[src/rtl/control_unit_pkg.sv]
// Shared definitions for the control unit: opcodes, FSM states, ALU op codes
// and instruction field positions.
package control_unit_pkg;

    typedef enum logic [2:0] {
        OP_NOP  = 3'b000,
        OP_LDI  = 3'b001,
        OP_MOV  = 3'b010,
        OP_ADD  = 3'b011,
        OP_AND  = 3'b100,
        OP_OR   = 3'b101,
        OP_SHF  = 3'b110,
        OP_SKIP = 3'b111
    } opcode_e;

    typedef enum logic [1:0] {
        ST_IDLE = 2'd0,
        ST_EX1  = 2'd1,
        ST_EX2  = 2'd2
    } state_e;

    localparam logic [1:0] ALU_OP_ADD = 2'b00;
    localparam logic [1:0] ALU_OP_AND = 2'b01;
    localparam logic [1:0] ALU_OP_OR  = 2'b10;
    localparam logic [1:0] ALU_OP_SHF = 2'b11;

    localparam int OPC_MSB = 7;
    localparam int OPC_LSB = 5;
    localparam int DST_BIT = 4;
    localparam int SRC_BIT = 3;
    localparam int MOD_BIT = 2;
    localparam int IMM_MSB = 3;
    localparam int IMM_LSB = 0;

    function automatic logic is_alu_op(input opcode_e op);
        return (op == OP_ADD) || (op == OP_AND) || (op == OP_OR) || (op == OP_SHF);
    endfunction

    function automatic logic [1:0] alu_op_of(input opcode_e op);
        logic [1:0] code;
        case (op)
            OP_AND:  code = ALU_OP_AND;
            OP_OR:   code = ALU_OP_OR;
            OP_SHF:  code = ALU_OP_SHF;
            default: code = ALU_OP_ADD;
        endcase
        return code;
    endfunction

endpackage

[src/rtl/control_unit_decode.sv]
// Combinational control-word decoder: maps registered state, IR and skip flag
// onto the datapath controls. Everything not explicitly driven stays 0.
module control_decode
    import control_unit_pkg::*;
(
    input  logic [1:0] state_i,
    input  logic [7:0] ir_i,
    input  logic       skip_i,
    output logic       alu_oe_o,
    output logic       alu_sub_o,
    output logic       alu_shl_o,
    output logic [1:0] alu_op_o,
    output logic       reg_wr0_o,
    output logic       reg_wr1_o,
    output logic       reg_bus_sel_o,
    output logic       reg_bus_en_o,
    output logic       alu_sel_o,
    output logic [7:0] bus_ovr_o,
    output logic       bus_ovr_en_o
);

    opcode_e op;
    logic    dst;
    logic    src;
    logic    mod_bit;

    assign op      = opcode_e'(ir_i[OPC_MSB:OPC_LSB]);
    assign dst     = ir_i[DST_BIT];
    assign src     = ir_i[SRC_BIT];
    assign mod_bit = ir_i[MOD_BIT];

    always_comb begin
        alu_oe_o      = 1'b0;
        alu_sub_o     = 1'b0;
        alu_shl_o     = 1'b0;
        alu_op_o      = 2'b00;
        reg_wr0_o     = 1'b0;
        reg_wr1_o     = 1'b0;
        reg_bus_sel_o = 1'b0;
        reg_bus_en_o  = 1'b0;
        alu_sel_o     = 1'b0;
        bus_ovr_o     = 8'h00;
        bus_ovr_en_o  = 1'b0;

        // A squashed instruction spends its EX1 with every control low.
        if (state_e'(state_i) == ST_EX1 && !skip_i) begin
            case (op)
                OP_LDI: begin
                    bus_ovr_o    = {4'b0000, ir_i[IMM_MSB:IMM_LSB]};
                    bus_ovr_en_o = 1'b1;
                    reg_wr0_o    = ~dst;
                    reg_wr1_o    = dst;
                end
                OP_MOV: begin
                    reg_bus_en_o  = 1'b1;
                    reg_bus_sel_o = src;
                    reg_wr0_o     = ~dst;
                    reg_wr1_o     = dst;
                end
                OP_ADD, OP_AND, OP_OR, OP_SHF: begin
                    reg_bus_en_o  = 1'b1;
                    reg_bus_sel_o = src;
                    alu_sel_o     = dst;
                    alu_op_o      = alu_op_of(op);
                    alu_sub_o     = (op == OP_ADD) && mod_bit;
                    alu_shl_o     = (op == OP_SHF) && mod_bit;
                end
                default: ;
            endcase
        end else if (state_e'(state_i) == ST_EX2 && is_alu_op(op)) begin
            alu_oe_o  = 1'b1;
            alu_sel_o = dst;
            alu_op_o  = alu_op_of(op);
            alu_sub_o = (op == OP_ADD) && mod_bit;
            alu_shl_o = (op == OP_SHF) && mod_bit;
            reg_wr0_o = ~dst;
            reg_wr1_o = dst;
        end
    end

endmodule

[src/rtl/control_unit.sv]
// Instruction sequencer for a two-register datapath: accepts one instruction
// byte at a time and steps it through EX1 (and EX2 for ALU ops).
//
// state   | meaning
// IDLE    | ready for an instruction; all controls low
// EX1     | first execute cycle (single-cycle ops finish here; ALU ops read operands)
// EX2     | ALU write-back; flag register captures N/Z on exit
module control_unit
    import control_unit_pkg::*;
(
    input  logic       i_clk,
    input  logic       i_reset,
    input  logic [7:0] i_instr,
    input  logic       i_instrValid,
    output logic       o_instrReady,
    input  logic       i_aluFlagN,
    input  logic       i_aluFlagZ,
    output logic       o_ctrlAluOE,
    output logic       o_ctrlAluSub,
    output logic       o_ctrlAluShiftLeft,
    output logic [1:0] o_ctrlAluOp,
    output logic       o_ctrlRegWr0,
    output logic       o_ctrlRegWr1,
    output logic       o_ctrlRegBusSel,
    output logic       o_ctrlRegBusEn,
    output logic       o_ctrlAluSel,
    output logic [7:0] o_busOverride,
    output logic       o_busOverrideEn
);

    state_e     state_q, state_d;
    logic [7:0] ir_q, ir_d;
    logic [1:0] flags_q, flags_d;   // {N, Z}
    logic       skip_q, skip_d;
    opcode_e    ir_op;
    logic       accept;

    assign ir_op = opcode_e'(ir_q[OPC_MSB:OPC_LSB]);

    // Ready is qualified by reset so it reads 0 while reset is held.
    assign o_instrReady = (state_q == ST_IDLE) && i_reset;
    assign accept       = o_instrReady && i_instrValid;

    always_ff @(posedge i_clk or negedge i_reset) begin
        if (!i_reset) begin
            state_q <= ST_IDLE;
            ir_q    <= 8'h00;
            flags_q <= 2'b00;
            skip_q  <= 1'b0;
        end else begin
            state_q <= state_d;
            ir_q    <= ir_d;
            flags_q <= flags_d;
            skip_q  <= skip_d;
        end
    end

    always_comb begin
        state_d = state_q;
        ir_d    = ir_q;
        flags_d = flags_q;
        skip_d  = skip_q;
        case (state_q)
            ST_IDLE: begin
                if (accept) begin
                    ir_d    = i_instr;
                    state_d = ST_EX1;
                end
            end
            ST_EX1: begin
                if (skip_q) begin
                    skip_d  = 1'b0;
                    state_d = ST_IDLE;
                end else if (is_alu_op(ir_op)) begin
                    state_d = ST_EX2;
                end else begin
                    state_d = ST_IDLE;
                    if (ir_op == OP_SKIP)
                        skip_d = flags_q[ir_q[DST_BIT]];
                end
            end
            ST_EX2: begin
                flags_d = {i_aluFlagN, i_aluFlagZ};
                state_d = ST_IDLE;
            end
            default: state_d = ST_IDLE;
        endcase
    end

    control_decode u_decode (
        .state_i       (state_q),
        .ir_i          (ir_q),
        .skip_i        (skip_q),
        .alu_oe_o      (o_ctrlAluOE),
        .alu_sub_o     (o_ctrlAluSub),
        .alu_shl_o     (o_ctrlAluShiftLeft),
        .alu_op_o      (o_ctrlAluOp),
        .reg_wr0_o     (o_ctrlRegWr0),
        .reg_wr1_o     (o_ctrlRegWr1),
        .reg_bus_sel_o (o_ctrlRegBusSel),
        .reg_bus_en_o  (o_ctrlRegBusEn),
        .alu_sel_o     (o_ctrlAluSel),
        .bus_ovr_o     (o_busOverride),
        .bus_ovr_en_o  (o_busOverrideEn)
    );

endmodule

[config.mk]
export PLATFORM = sky130hd
export DESIGN_NAME = control_unit
export DESIGN_NICKNAME = d
export VERILOG_FILES = /design/src/rtl/control_unit_pkg.sv /design/src/rtl/control_unit_decode.sv /design/src/rtl/control_unit.sv
export SDC_FILE = /design/constraint.sdc
export NUM_CORES = 1
export LEC_CHECK = 0
export ABC_AREA = 1
export CELL_PAD_IN_SITES_DETAIL_PLACEMENT = 1
export CELL_PAD_IN_SITES_GLOBAL_PLACEMENT = 1
export CORE_MARGIN = 4
export CORE_UTILIZATION = 27
export CTS_CLUSTER_DIAMETER = 40
export DETAILED_ROUTE_END_ITERATION = 7
export PLACE_DENSITY = 0.75
export SLEW_MARGIN = 20
export SYNTH_ARGS = -nofsm -noshare
export SYNTH_HDL_FRONTEND = slang
export SYNTH_SLANG_ARGS = --single-unit
[constraint.sdc]
create_clock -name i_clk -period 1.3 [get_ports i_clk]
set_input_delay 0.26 -clock i_clk [delete_from_list [all_inputs] [get_ports i_clk]]
set_output_delay 0.26 -clock i_clk [all_outputs]
set_load 0.01 [all_outputs]
==> results.cfg <==
[status]
status = finished, violations left
failing_checks = setup timing

[drt]
post-route-drc-count = 0
postRouteAntennaNets = 0
wirelength_met1_um = 1147
via_per_inst = 4.610
num_vias = 922
first_pass_iters = 4
avgRoutedWirePerCell_um = 16.74
routed_wl_um = 3347
met2_length_um = 1926
routed-wl-met3_um = 153
drt-initial-drc-count = 14
top_signal_layer_used = met4

[place]
placed_area_um2 = 1215
routabilityCongestion = 0.7585
hpwl_um = 2043
number_of_input_and_output_port_buffers_inserted = 28
post-place-cells = 182

[synth]
netlist_area_um2 = 747.0
synth_top_cell_by_area = sky130_fd_sc_hd__dfrtp_1
ys_seq_elements = 13
post_synth_main_area_contributors = sky130_fd_sc_hd__dfrtp_1 (44%), sky130_fd_sc_hd__nand2_1 (14%), sky130_fd_sc_hd__nor2_1 (6.5%)
synth_seq_area_share_pct = 43.55
syn_inst = 104
yosysUniqueCellTypes = 18
yosys.area.top_type_share_pct = 43.55
syn-mean-instance-area_um2 = 7.182
yosys_warnings = 0

[flow_run]
cap_violations = 0

[global_routing]
number_of_global_route_vias_before_repair = 1026
antenna_violations_before_repair = 0
grt_util_all_layers_pct = 17.52
globalRouteOverflowTotal = 0
grt_first_pass_wirelength_um = 4581
grt_max_degree = 18

[finish]
register_area_um2 = 329.1
post_layout_nonfiller_instances = 200
highest_count_cells_in_the_layout_ignoring_fill_and_taps = sky130_fd_sc_hd__buf_4 (30), sky130_fd_sc_hd__nand2_1 (20), sky130_fd_sc_hd__buf_2 (14), sky130_fd_sc_hd__clkdlybuf4s50_1 (12), sky130_fd_sc_hd__dfrtp_1 (10)
postLayoutCellArea_um2 = 1408
layout.nets = 184
multi_input_area_um2 = 435.4
synthToLayoutAreaGrowth_pct = 88.44
post_route_cells_drive_above_1_share_pct = 55.29
fillerInstances = 335
most_common_library_cell_in_the_layout_ignoring_fill_and_taps = sky130_fd_sc_hd__buf_4
n_antenna_cell = 0

[clock_tree]
worst_setup_hold_path_clk_slew_ns = 0.08
skew_pair_late_insertion_delay_ns = 0.28
clock_tree.htree_level_count = 1
cts_max_path_buffers = 2
tritoncts = yes
clk_root_buffer_cell = sky130_fd_sc_hd__clkbuf_4
clock-sinks = 13
tritoncts.num_buffers = 3

[worst_hold_path]
timing.hold.worst.class = in -> async

[pwr]
max-vdd-ir-drop_mv = 0.7849
power_per_cell_area_nw_per_um2 = 1287
p_leak_nw = 0.7279

[worst_setup_path]
critical_path.startpoint_type = flop
path_class = reg -> out
worst_path_required_time_ns = 1.04
critical_path_peak_fanout = 5
worst_setup_path_end_kind = primary output
worst_path_arrival_ns = 1.56

[sta]
rsz0062_at_grt = yes
setup_ws_ns = -0.5240
fin_skew_ns = 0.006650
report.final.hold_viol_count = 0
min_period_over_period_pct = 140.3
fmaxAchievable_ghz = 0.5482
fin_crit_ns = 1.824
slew_violations = 0
report.final.setup_viol = 16

[die]
chipHeight_um = 60.60
initial_core_util_pct = 29.09
fp-row-count = 18
die_x_um = 60.60
fp.dieArea_um2 = 3672
ioPinCount = 33
coreArea_um2 = 2567
==> critical path: stages, from the launching register on <==
cell	delay (ns)
sky130_fd_sc_hd__dfrtp_2	0.46
sky130_fd_sc_hd__o21ai_2	0.16
sky130_fd_sc_hd__nand2_1	0.11
sky130_fd_sc_hd__nand2_4	0.12
sky130_fd_sc_hd__nor2_2	0.06
sky130_fd_sc_hd__nor3_2	0.19
sky130_fd_sc_hd__buf_2	0.17
==> final timing paths <==
path | from | endpoint | slack, ns | cells after the start
setup / recovery | ir_q[6] | o_ctrlRegBusSel | -0.52 | 6
hold / removal | i_reset | ir_q[4] | 0.35 | 2
setup reg to reg | state_q[1] | ir_q[4] | 0.04 | 6
hold reg to reg | flags_q[1] | flags_q[1] | 0.52 | 2
max in group asynchronous | i_reset | ir_q[6] | 0.76 | 2
min in group i_clk | flags_q[1] | flags_q[1] | 0.52 | 2
==> sequential cells by signal (all words and copies together) (netlist names) <==
register	flops
state_q	2
skip_q	1
ir_q	8
flags_q	2
==> layer usage <==
layer  GRT usage (%)  up-vias
li1                -      442
met1           15.82      438
met2           36.03       31
met3           2.766       11
met4           9.288        0
met5               0        -
==> final cells by class <==
type / count / area share, %
Sequential cell: 13 / 23.38
Timing Repair Buffer: 64 / 35.91
Tap cell: 30 / 2.667
Clock buffer: 4 / 1.867
Multi-Input combinational cell: 72 / 30.93
Inverter: 17 / 5.244
==> report_power, final <==
| part | leakage [nW] | internal, mW | total [mW] | switching [mW] |
|---|---|---|---|---|
| clock | 0.0150 | 0.119 | 0.259 | 0.139 |
| combinational | 0.553 | 0.460 | 0.962 | 0.502 |
| sequential | 0.160 | 0.506 | 0.591 | 0.0853 |
==> through the flow <==
step | power [mW] | TNS, ns | util, % | hold slack, ns | setup slack (ns)
4_1_cts | 1.601 | -6.348 | 50.00 | 0.3737 | -0.4799
2_1_floorplan | 0.8751 | -0.08733 | - | -0.03559 | -0.03432
5_1_grt | 1.927 | -8.708 | 54.82 | 0.3624 | -0.6232
3_3_place_gp | 1.195 | -9.893 | 47.32 | 0.4651 | -0.5643
3_5_place_dp | 1.234 | -10.58 | 47.32 | 0.4984 | -0.6283
6_report | 1.812 | -6.876 | 54.82 | 0.3501 | -0.5240
==> cells by family (layout without fill, tap and decap cells) <==
kind of cell | Yosys count | count (layout) | share of synthesized area (%)
AND/OR/NAND/NOR | 56 | 56 | 33.50
flip-flops | 13 | 13 | 43.55
AO/OA/AOI/OAI | 12 | 12 | 8.375
buffers and inverters | 22 | 85 | 14.07
other | 1 | 4 | 0.5020
==> Yosys cell counts <==
library cell and number:
sky130_fd_sc_hd__a21oi_1 2, sky130_fd_sc_hd__buf_4 4, sky130_fd_sc_hd__buf_6 1, sky130_fd_sc_hd__conb_1 1
sky130_fd_sc_hd__dfrtp_1 13, sky130_fd_sc_hd__inv_1 12, sky130_fd_sc_hd__inv_2 5, sky130_fd_sc_hd__nand2_1 27
sky130_fd_sc_hd__nand2_2 4, sky130_fd_sc_hd__nand3_1 7, sky130_fd_sc_hd__nor2_1 13, sky130_fd_sc_hd__nor2_2 2
sky130_fd_sc_hd__nor3_1 1, sky130_fd_sc_hd__nor3_2 1, sky130_fd_sc_hd__nor3b_2 1, sky130_fd_sc_hd__o21ai_0 8
sky130_fd_sc_hd__o21ai_1 1, sky130_fd_sc_hd__o31ai_1 1
==> timing repair <==
| action | in CTS | in global routing |
|---|---|---|
| cloned | 0 | 0 |
| hold buffers | 0 | 0 |
| pin swaps | 8 | 9 |
| endpoints found under the setup margin | 16 | 25 |
| gates resized for setup | 79 | 26 |
| buffers inserted | 11 | 5 |
No activity file was read; power rests on OpenSTA's default activity.
